**src/rtl/msg_print_ctrl_if.sv**
```systemverilog
// msg_print_ctrl_if: request, ROM and transmitter signals of the message print sequencer
// Ports: req_valid/req_sel/req_ready request handshake; rom_addr/rom_data ROM read;
// tx_data/new_tx_data/tx_busy/tx_block transmitter; busy/done/err/msg_count status.
// master is the sequencer side, slave is the requester/ROM/transmitter side.
interface msg_print_ctrl_if #(
  parameter int ADDR_W = 5,
  parameter int CNT_W  = 16
);
  logic              req_valid;
  logic [1:0]        req_sel;
  logic              req_ready;
  logic [ADDR_W-1:0] rom_addr;
  logic [7:0]        rom_data;
  logic [7:0]        tx_data;
  logic              new_tx_data;
  logic              tx_busy;
  logic              tx_block;
  logic              busy;
  logic              done;
  logic              err;
  logic [CNT_W-1:0]  msg_count;
  modport master (
    input  req_valid, req_sel, rom_data, tx_busy, tx_block,
    output req_ready, rom_addr, tx_data, new_tx_data, busy, done, err, msg_count
  );
  modport slave (
    output req_valid, req_sel, rom_data, tx_busy, tx_block,
    input  req_ready, rom_addr, tx_data, new_tx_data, busy, done, err, msg_count
  );
endinterface

```
**src/rtl/msg_print_ctrl.sv**
```systemverilog
// msg_print_ctrl: streams one MSG_LEN-byte message from the message ROM into the serial transmitter
// Ports: clk, rst (async, active-high); bus (master modport): request handshake in,
// ROM address out / data in, transmitter byte + strobe out with busy/block flow control in,
// busy/done/err status and completed-message count out.
module msg_print_ctrl #(
  parameter int MSG_LEN = 4,
  parameter int NUM_MSG = 3,
  parameter int ADDR_W  = 5,
  parameter int CNT_W   = 16
) (
  input logic              clk,
  input logic              rst,
  msg_print_ctrl_if.master bus
);
  localparam int IW = (MSG_LEN > 1) ? $clog2(MSG_LEN) : 1;
  typedef enum logic [2:0] {IDLE, FETCH, WAIT, SEND, HOLD} state_t;
  state_t            state_q, state_d;
  logic [ADDR_W-1:0] addr_q, addr_d;
  logic [IW-1:0]     idx_q, idx_d;
  logic [7:0]        data_q, data_d;
  logic              busy_q, busy_d, done_q, done_d, err_q, err_d;
  logic [CNT_W-1:0]  cnt_q, cnt_d;
  logic              sel_ok, accept, fire, last, step;
  assign sel_ok = int'(bus.req_sel) < NUM_MSG;
  assign accept = state_q == IDLE && bus.req_valid && sel_ok;
  // the strobe is combinational so it can never coincide with busy or block
  assign fire   = state_q == SEND && !bus.tx_busy && !bus.tx_block;
  assign last   = idx_q == IW'(MSG_LEN - 1);
  assign step   = state_q == HOLD && !last;
  always_ff @(posedge clk or posedge rst) begin
    if (rst) state_q <= IDLE;
    else     state_q <= state_d;
  end
  always_comb begin
    state_d = state_q;
    unique case (state_q)
      IDLE:    state_d = accept ? FETCH : IDLE;
      FETCH:   state_d = WAIT;
      WAIT:    state_d = SEND;
      SEND:    state_d = fire ? HOLD : SEND;
      HOLD:    state_d = last ? IDLE : FETCH;
      default: state_d = IDLE;
    endcase
  end
  always_comb begin
    addr_d = accept ? ADDR_W'(bus.req_sel) * ADDR_W'(MSG_LEN) : step ? addr_q + 1'b1 : addr_q;
    idx_d  = accept ? '0 : step ? idx_q + 1'b1 : idx_q;
    data_d = state_q == WAIT ? bus.rom_data : data_q;
    done_d = state_q == HOLD && last;
    busy_d = accept || (busy_q && !done_d);
    err_d  = state_q == IDLE && bus.req_valid && !sel_ok;
    cnt_d  = cnt_q + CNT_W'(done_d);
  end
  always_ff @(posedge clk or posedge rst) begin
    if (rst) begin
      addr_q <= '0;
      idx_q  <= '0;
      data_q <= '0;
      busy_q <= 1'b0;
      done_q <= 1'b0;
      err_q  <= 1'b0;
      cnt_q  <= '0;
    end else begin
      addr_q <= addr_d;
      idx_q  <= idx_d;
      data_q <= data_d;
      busy_q <= busy_d;
      done_q <= done_d;
      err_q  <= err_d;
      cnt_q  <= cnt_d;
    end
  end
  assign bus.req_ready   = state_q == IDLE;
  assign bus.new_tx_data = fire;
  assign bus.rom_addr    = addr_q;
  assign bus.tx_data     = data_q;
  assign bus.busy        = busy_q;
  assign bus.done        = done_q;
  assign bus.err         = err_q;
  assign bus.msg_count   = cnt_q;
endmodule

```
**src/flat_wrapper.sv**
```systemverilog
// flat-port wrapper written by rule: the top's interface ports become plain ports
module msg_print_ctrl_flat 
#(
  parameter int MSG_LEN = 4,
  parameter int NUM_MSG = 3,
  parameter int ADDR_W  = 5,
  parameter int CNT_W   = 16
)
  (clk, rst, bus_req_valid, bus_req_sel, bus_rom_data, bus_tx_busy, bus_tx_block, bus_req_ready, bus_rom_addr, bus_tx_data, bus_new_tx_data, bus_busy, bus_done, bus_err, bus_msg_count);
  msg_print_ctrl_if #(.ADDR_W(ADDR_W), .CNT_W(CNT_W)) bus_i ();
  input logic clk;
  input logic rst;
  input wire logic [$bits(bus_i.req_valid)-1:0] bus_req_valid;
  input wire logic [$bits(bus_i.req_sel)-1:0] bus_req_sel;
  input wire logic [$bits(bus_i.rom_data)-1:0] bus_rom_data;
  input wire logic [$bits(bus_i.tx_busy)-1:0] bus_tx_busy;
  input wire logic [$bits(bus_i.tx_block)-1:0] bus_tx_block;
  output wire logic [$bits(bus_i.req_ready)-1:0] bus_req_ready;
  output wire logic [$bits(bus_i.rom_addr)-1:0] bus_rom_addr;
  output wire logic [$bits(bus_i.tx_data)-1:0] bus_tx_data;
  output wire logic [$bits(bus_i.new_tx_data)-1:0] bus_new_tx_data;
  output wire logic [$bits(bus_i.busy)-1:0] bus_busy;
  output wire logic [$bits(bus_i.done)-1:0] bus_done;
  output wire logic [$bits(bus_i.err)-1:0] bus_err;
  output wire logic [$bits(bus_i.msg_count)-1:0] bus_msg_count;
  assign bus_i.req_valid = bus_req_valid;
  assign bus_i.req_sel = bus_req_sel;
  assign bus_i.rom_data = bus_rom_data;
  assign bus_i.tx_busy = bus_tx_busy;
  assign bus_i.tx_block = bus_tx_block;
  assign bus_req_ready = bus_i.req_ready;
  assign bus_rom_addr = bus_i.rom_addr;
  assign bus_tx_data = bus_i.tx_data;
  assign bus_new_tx_data = bus_i.new_tx_data;
  assign bus_busy = bus_i.busy;
  assign bus_done = bus_i.done;
  assign bus_err = bus_i.err;
  assign bus_msg_count = bus_i.msg_count;
  msg_print_ctrl #(.MSG_LEN(MSG_LEN), .NUM_MSG(NUM_MSG), .ADDR_W(ADDR_W), .CNT_W(CNT_W)) u_core (.clk(clk), .rst(rst), .bus(bus_i));
endmodule
```
**config.mk**
```make
export PLATFORM = sky130hd
export DESIGN_NAME = msg_print_ctrl_flat
export DESIGN_NICKNAME = d
export VERILOG_FILES = /design/src/rtl/msg_print_ctrl_if.sv /design/src/rtl/msg_print_ctrl.sv /design/src/flat_wrapper.sv
export SDC_FILE = /design/constraint.sdc
export NUM_CORES = 1
export LEC_CHECK = 0
export BUFFER_PORTS_ARGS = -buffer_cell sky130_fd_sc_hd__buf_2
export CAP_MARGIN = 10
export CORE_MARGIN = 1.5
export CORE_UTILIZATION = 50
export DETAILED_ROUTE_END_ITERATION = 6
export PLACE_DENSITY_LB_ADDON = 0.15
export SLEW_MARGIN = 20
export SYNTH_ARGS = -nofsm -noshare
export SYNTH_HDL_FRONTEND = slang
export SYNTH_SLANG_ARGS = --single-unit
```
**constraint.sdc**
```tcl
create_clock -name clk -period 2.3 [get_ports clk]
set_input_delay 0.46 -clock clk [delete_from_list [all_inputs] [get_ports clk]]
set_output_delay 0.46 -clock clk [all_outputs]
set_load 0.02 [all_outputs]
```
==> results <==
- For this run, the number of Yosys warnings is 0.
- The iteration-0 DRC count of the detailed router is 23.
- Routability-driven placement finished with a final weighted congestion of around 0.74.
- The post-synth net total is 144.
- The type of origin of the critical path is a register.
- The post-CTS resize count is 0.
- Once detail routing completed, the nets flagged for antenna violations numbered 0.
- The category of cells accounting for the largest share of critical-path delay is simple AND/OR/NAND/NOR gates.
- The number of enable flip-flop cells after synthesis is 0.
- The number of setup buffers added after CTS is 0.
- The critical path is of the register to register type.
- The cell area power density is about 1000 nW/µm².
- The share of flip-flops with an asynchronous set or reset after synthesis is between 90% and 100%.
- The number of antenna violations at the first check in global routing is 0.
- The tree is rooted in a sky130_fd_sc_hd__clkbuf_4.
- The final non-filler cell area is between 1500 and 2000 µm².
- Across the run, the number of max-cap violations was 0.
- The number of buffers on the longest clock path is 2.
- The number of endpoints with negative hold slack in the final report was 0.
- The count of standard-cell rows is 20.
- Setup repair after global routing left no endpoint under its margin.
- The signal on the critical path passes through nor2_1, and3_1, ha_1, ha_1, and3_1, nand4_1, xnor2_1.
- The worst hold path belongs to the class input port to asynchronous set/reset pin.
- The total number of H-tree levels is 2.
- In the synthesized netlist, the number of instances is about 130.
- The number of synthesized register bits is 37.
- By area, the combinational part of the netlist is dominated by simple AND/OR/NAND/NOR gates.
- The multi-input combinational cells in the finished layout cover a total of between 600 and 700 µm².
- The worst-margin pin slew is between 0.5 and 0.6 ns.
- The first global-routing pass estimated approximately 4.5 mm of wire.
- The adder-cell area share of the yosys netlist is under 10%.
- TritonCTS built the clock tree.
- The clock net in this run drives a total of 37 sinks.
- The count of input and output buffers is 48.
- The share of post-route cells with drive strength above 1 is between 30 and 40%.
- For the final routed database, the setup TNS stands at 0 ns.
- Summed over all nets, the half-perimeter wirelength after detailed placement is 2.036 mm.
- Fill cells in the final layout number about 240.
- Data on the critical path is required at its endpoint by 2.52 ns.
- The number of distinct standard cells referenced by the synthesized netlist is 28.
- The element type at the critical path end is a register.
- The flow ran to the end, and the final reports show no timing, DRC or antenna violations.
- The analysis attributes to cell leakage a power of 0.9869 nW.
- The number of antenna diodes in the final layout is 0.
- Averaged over all synthesized cells, the footprint is 12.51 µm².
- After synthesis, flip-flops and latches occupy a little under 60% of the total area.
- Buffers inserted during clock tree synthesis total 5.
- The area of the mapped netlist is 1564 µm².
- The die width is between 50 and 60 µm.
- After detailed routing, the average wire length per cell comes to 12.61 µm.
- Multiplexer cells account for 7.040% of the synthesized area.
- The number of buffers and inverters on the critical path is 0.
- The worst clock skew is between 0.01 and 0.015 ns.
- After Yosys synthesis, and, or, nand and nor cells account for about 16% of the synthesized area.
- The master of the slowest instance on the critical path is sky130_fd_sc_hd__dfrtp_1.
- Across all layers, the routed design uses 1088 vias.
- The delay of the slowest cell on the worst path is between 0.4 and 0.5 ns.
- The clock edge transition at the registers on the reported setup and hold paths is between 0.1 and 0.15 ns.
- Entering global routing, the biggest net connects 38 pins.
- The vertical die dimension is 58.93 µm.
- Summing the areas of all compound-gate instances in the mapped netlist gives around 2.2% of the synthesized area.
- The max-slew violation count is 0.
- The area inside the core boundary is ~3000 µm².
- The total track usage is between 10% and 20%.
- During I/O placement, the number of pins put on the boundary was just under 50.
- The final wirelength is between 2 and 3 mm.
- At the later pin of the worst-skew pair, clock insertion delay measures about 0.33 ns.
- The effective utilization at floorplan is a little over half.
- For this run, the leading register cell type out of synthesis is sky130_fd_sc_hd__dfrtp_1.
- The xor/xnor share of the synthesized area is 10.64%.
- The growth of design area from synthesis to finish is 20.80%.
- Before antenna repair, the detailed router went through 4 iterations.
- For this design, the CTS-stage hold fixing added 0 buffers.
- For this run, design rule violations remaining after detail routing come to 0.
- The post-route fraction of the period consumed by the critical path is roughly 86%.
- The clock period minus final worst setup slack is about 2.0 ns.
- The placed instances occupy a cell area of 1838 µm².
- The fmax is just over 500 MHz.
- The die outline area is around 3500 µm².
- The count of nets after finishing is roughly 200.
- The worst pin sits at a relative slew slack of 66.13%.
- STA puts the critical path data arrival time at 2.20 ns.
- The aggregate global routing overflow is 0.
- In the routed layout, each cell is associated on average with a via count of slightly above 5.
- The via count of the first global-routing pass was around 1100.
- The worst-path maximum fanout is 7.
- The worst IR drop on VDD is just over 0.7 mV.
- Across the whole layout, storage elements account for ~930 µm².
- The final setup violation count is 0.
-- sequential cells by signal (all words and copies together), names as in the netlist --
name and count:
u_core.bus.msg_count 16, u_core.bus.tx_data 8, u_core.bus.rom_addr 5, u_core.state_q 3, u_core.idx_q 2, u_core.bus.busy 1
u_core.bus.done 1, u_core.bus.err 1
-- area by class of cell --
type | count | area share [%]
clock buffer | 6 | 2.185
clock inverter | 2 | 0.5298
inverter | 2 | 0.3974
multi-input combinational | 84 | 32.58
sequential | 37 | 49.01
tap | 33 | 2.185
timing repair buffer | 49 | 13.11
-- cell usage in the layout, fill, tap and decap left out, drive strengths merged --
| cell | count |
|---|---|
| buf | 49 |
| dfrtp | 37 |
| xnor2 | 15 |
| nor2 | 13 |
| mux2 | 8 |
| nand2 | 7 |
| nand3 | 7 |
| clkbuf | 6 |
| and3 | 5 |
| nand4 | 4 |
| xor2 | 4 |
| ha | 4 |
| a21oi | 3 |
| nor3 | 2 |
| mux2i | 2 |
| and4 | 2 |
| inv | 2 |
| clkinv | 2 |
| nor4b | 1 |
| or2 | 1 |
| o21a | 1 |
| nand2b | 1 |
| and2 | 1 |
| or3b | 1 |
| or3 | 1 |
| o21bai | 1 |
-- layer usage --
metal  routed length (µm)  vias to the layer above  global-route usage, %
met5                    0                        -                      0
met2                 1324                       28                  29.52
met1                 1178                      524                  20.49
met3                  140                        5                  5.275
met4                   43                        0                  8.766
li1                     -                      531                      -
-- logic make-up after synthesis --
kind of cell / after synthesis
AO/OA/AOI/OAI: 5
XOR/XNOR: 19
adder cells (fa/ha/maj): 4
buffers and inverters: 4
flip-flops: 37
multiplexers: 10
AND/OR/NAND/NOR: 46
-- report_power, final --
part | total, W | internal (W) | switching [W] | leakage, nW
clock network | 0.000315 | 0.000117 | 0.000198 | 0.0320
registers | 0.000941 | 0.000813 | 0.000128 | 0.478
logic | 0.000657 | 0.000282 | 0.000375 | 0.477
total | 0.00191 | 0.00121 | 0.000701 | 0.987
-- stage by stage --
step / total power (W) / hold WS (ns) / setup WS [ns] / utilization [%] / std cells
after floorplan: 0.001420 / 0.4721 / 0.4087 / - / 125
after global placement: 0.001596 / 0.4566 / 0.4214 / 61.21 / 205
after detailed placement: 0.001622 / 0.4757 / 0.3301 / 61.21 / 205
after CTS: 0.001939 / 0.2147 / 0.3034 / 62.92 / 213
after global routing: 0.002038 / 0.2520 / 0.1355 / 62.92 / 213
final: 0.001913 / 0.2034 / 0.3244 / 62.92 / 213
-- synthesized netlist by cell type (all sizes together), types with 2 or more instances --
master	count	share of area, %
nor2	13	3.3
dfrtp	37	59
mux2i	2	1.3
and3	5	2.1
a21oi	3	1.2
mux2	8	5.8
xnor2	15	8.4
and4	2	1.1
nand4	4	1.6
inv	2	0.48
xor2	4	2.2
nand3	7	2.2
ha	4	3.2
nor3	2	0.64
nand2	7	1.7
-- worst paths after layout --
path | slack [ns] | to | cells after the start | from
min in group clk | 0.36 | u_core.bus.tx_data[5]$_DFFE_PP0N_ | 2 | bus_rom_data[5]
max | 0.32 | u_core.bus.msg_count[12]$_DFF_PP0_ | 7 | u_core.state_q[0]$_DFF_PP0_
min | 0.20 | u_core.bus.tx_data[5]$_DFFE_PP0N_ | 3 | rst
max reg2reg | 0.32 | u_core.bus.msg_count[12]$_DFF_PP0_ | 7 | u_core.state_q[0]$_DFF_PP0_
min reg2reg | 0.48 | u_core.bus.msg_count[15]$_DFF_PP0_ | 1 | u_core.bus.msg_count[15]$_DFF_PP0_
max in group asynchronous | 1.77 | u_core.bus.msg_count[3]$_DFF_PP0_ | 3 | rst
-- worst min-delay path: stages --
cell	delay [ns]
sky130_fd_sc_hd__buf_2	0.09
sky130_fd_sc_hd__inv_1	0.04
sky130_fd_sc_hd__buf_4	0.38
Power figures use the tool's default switching activity.
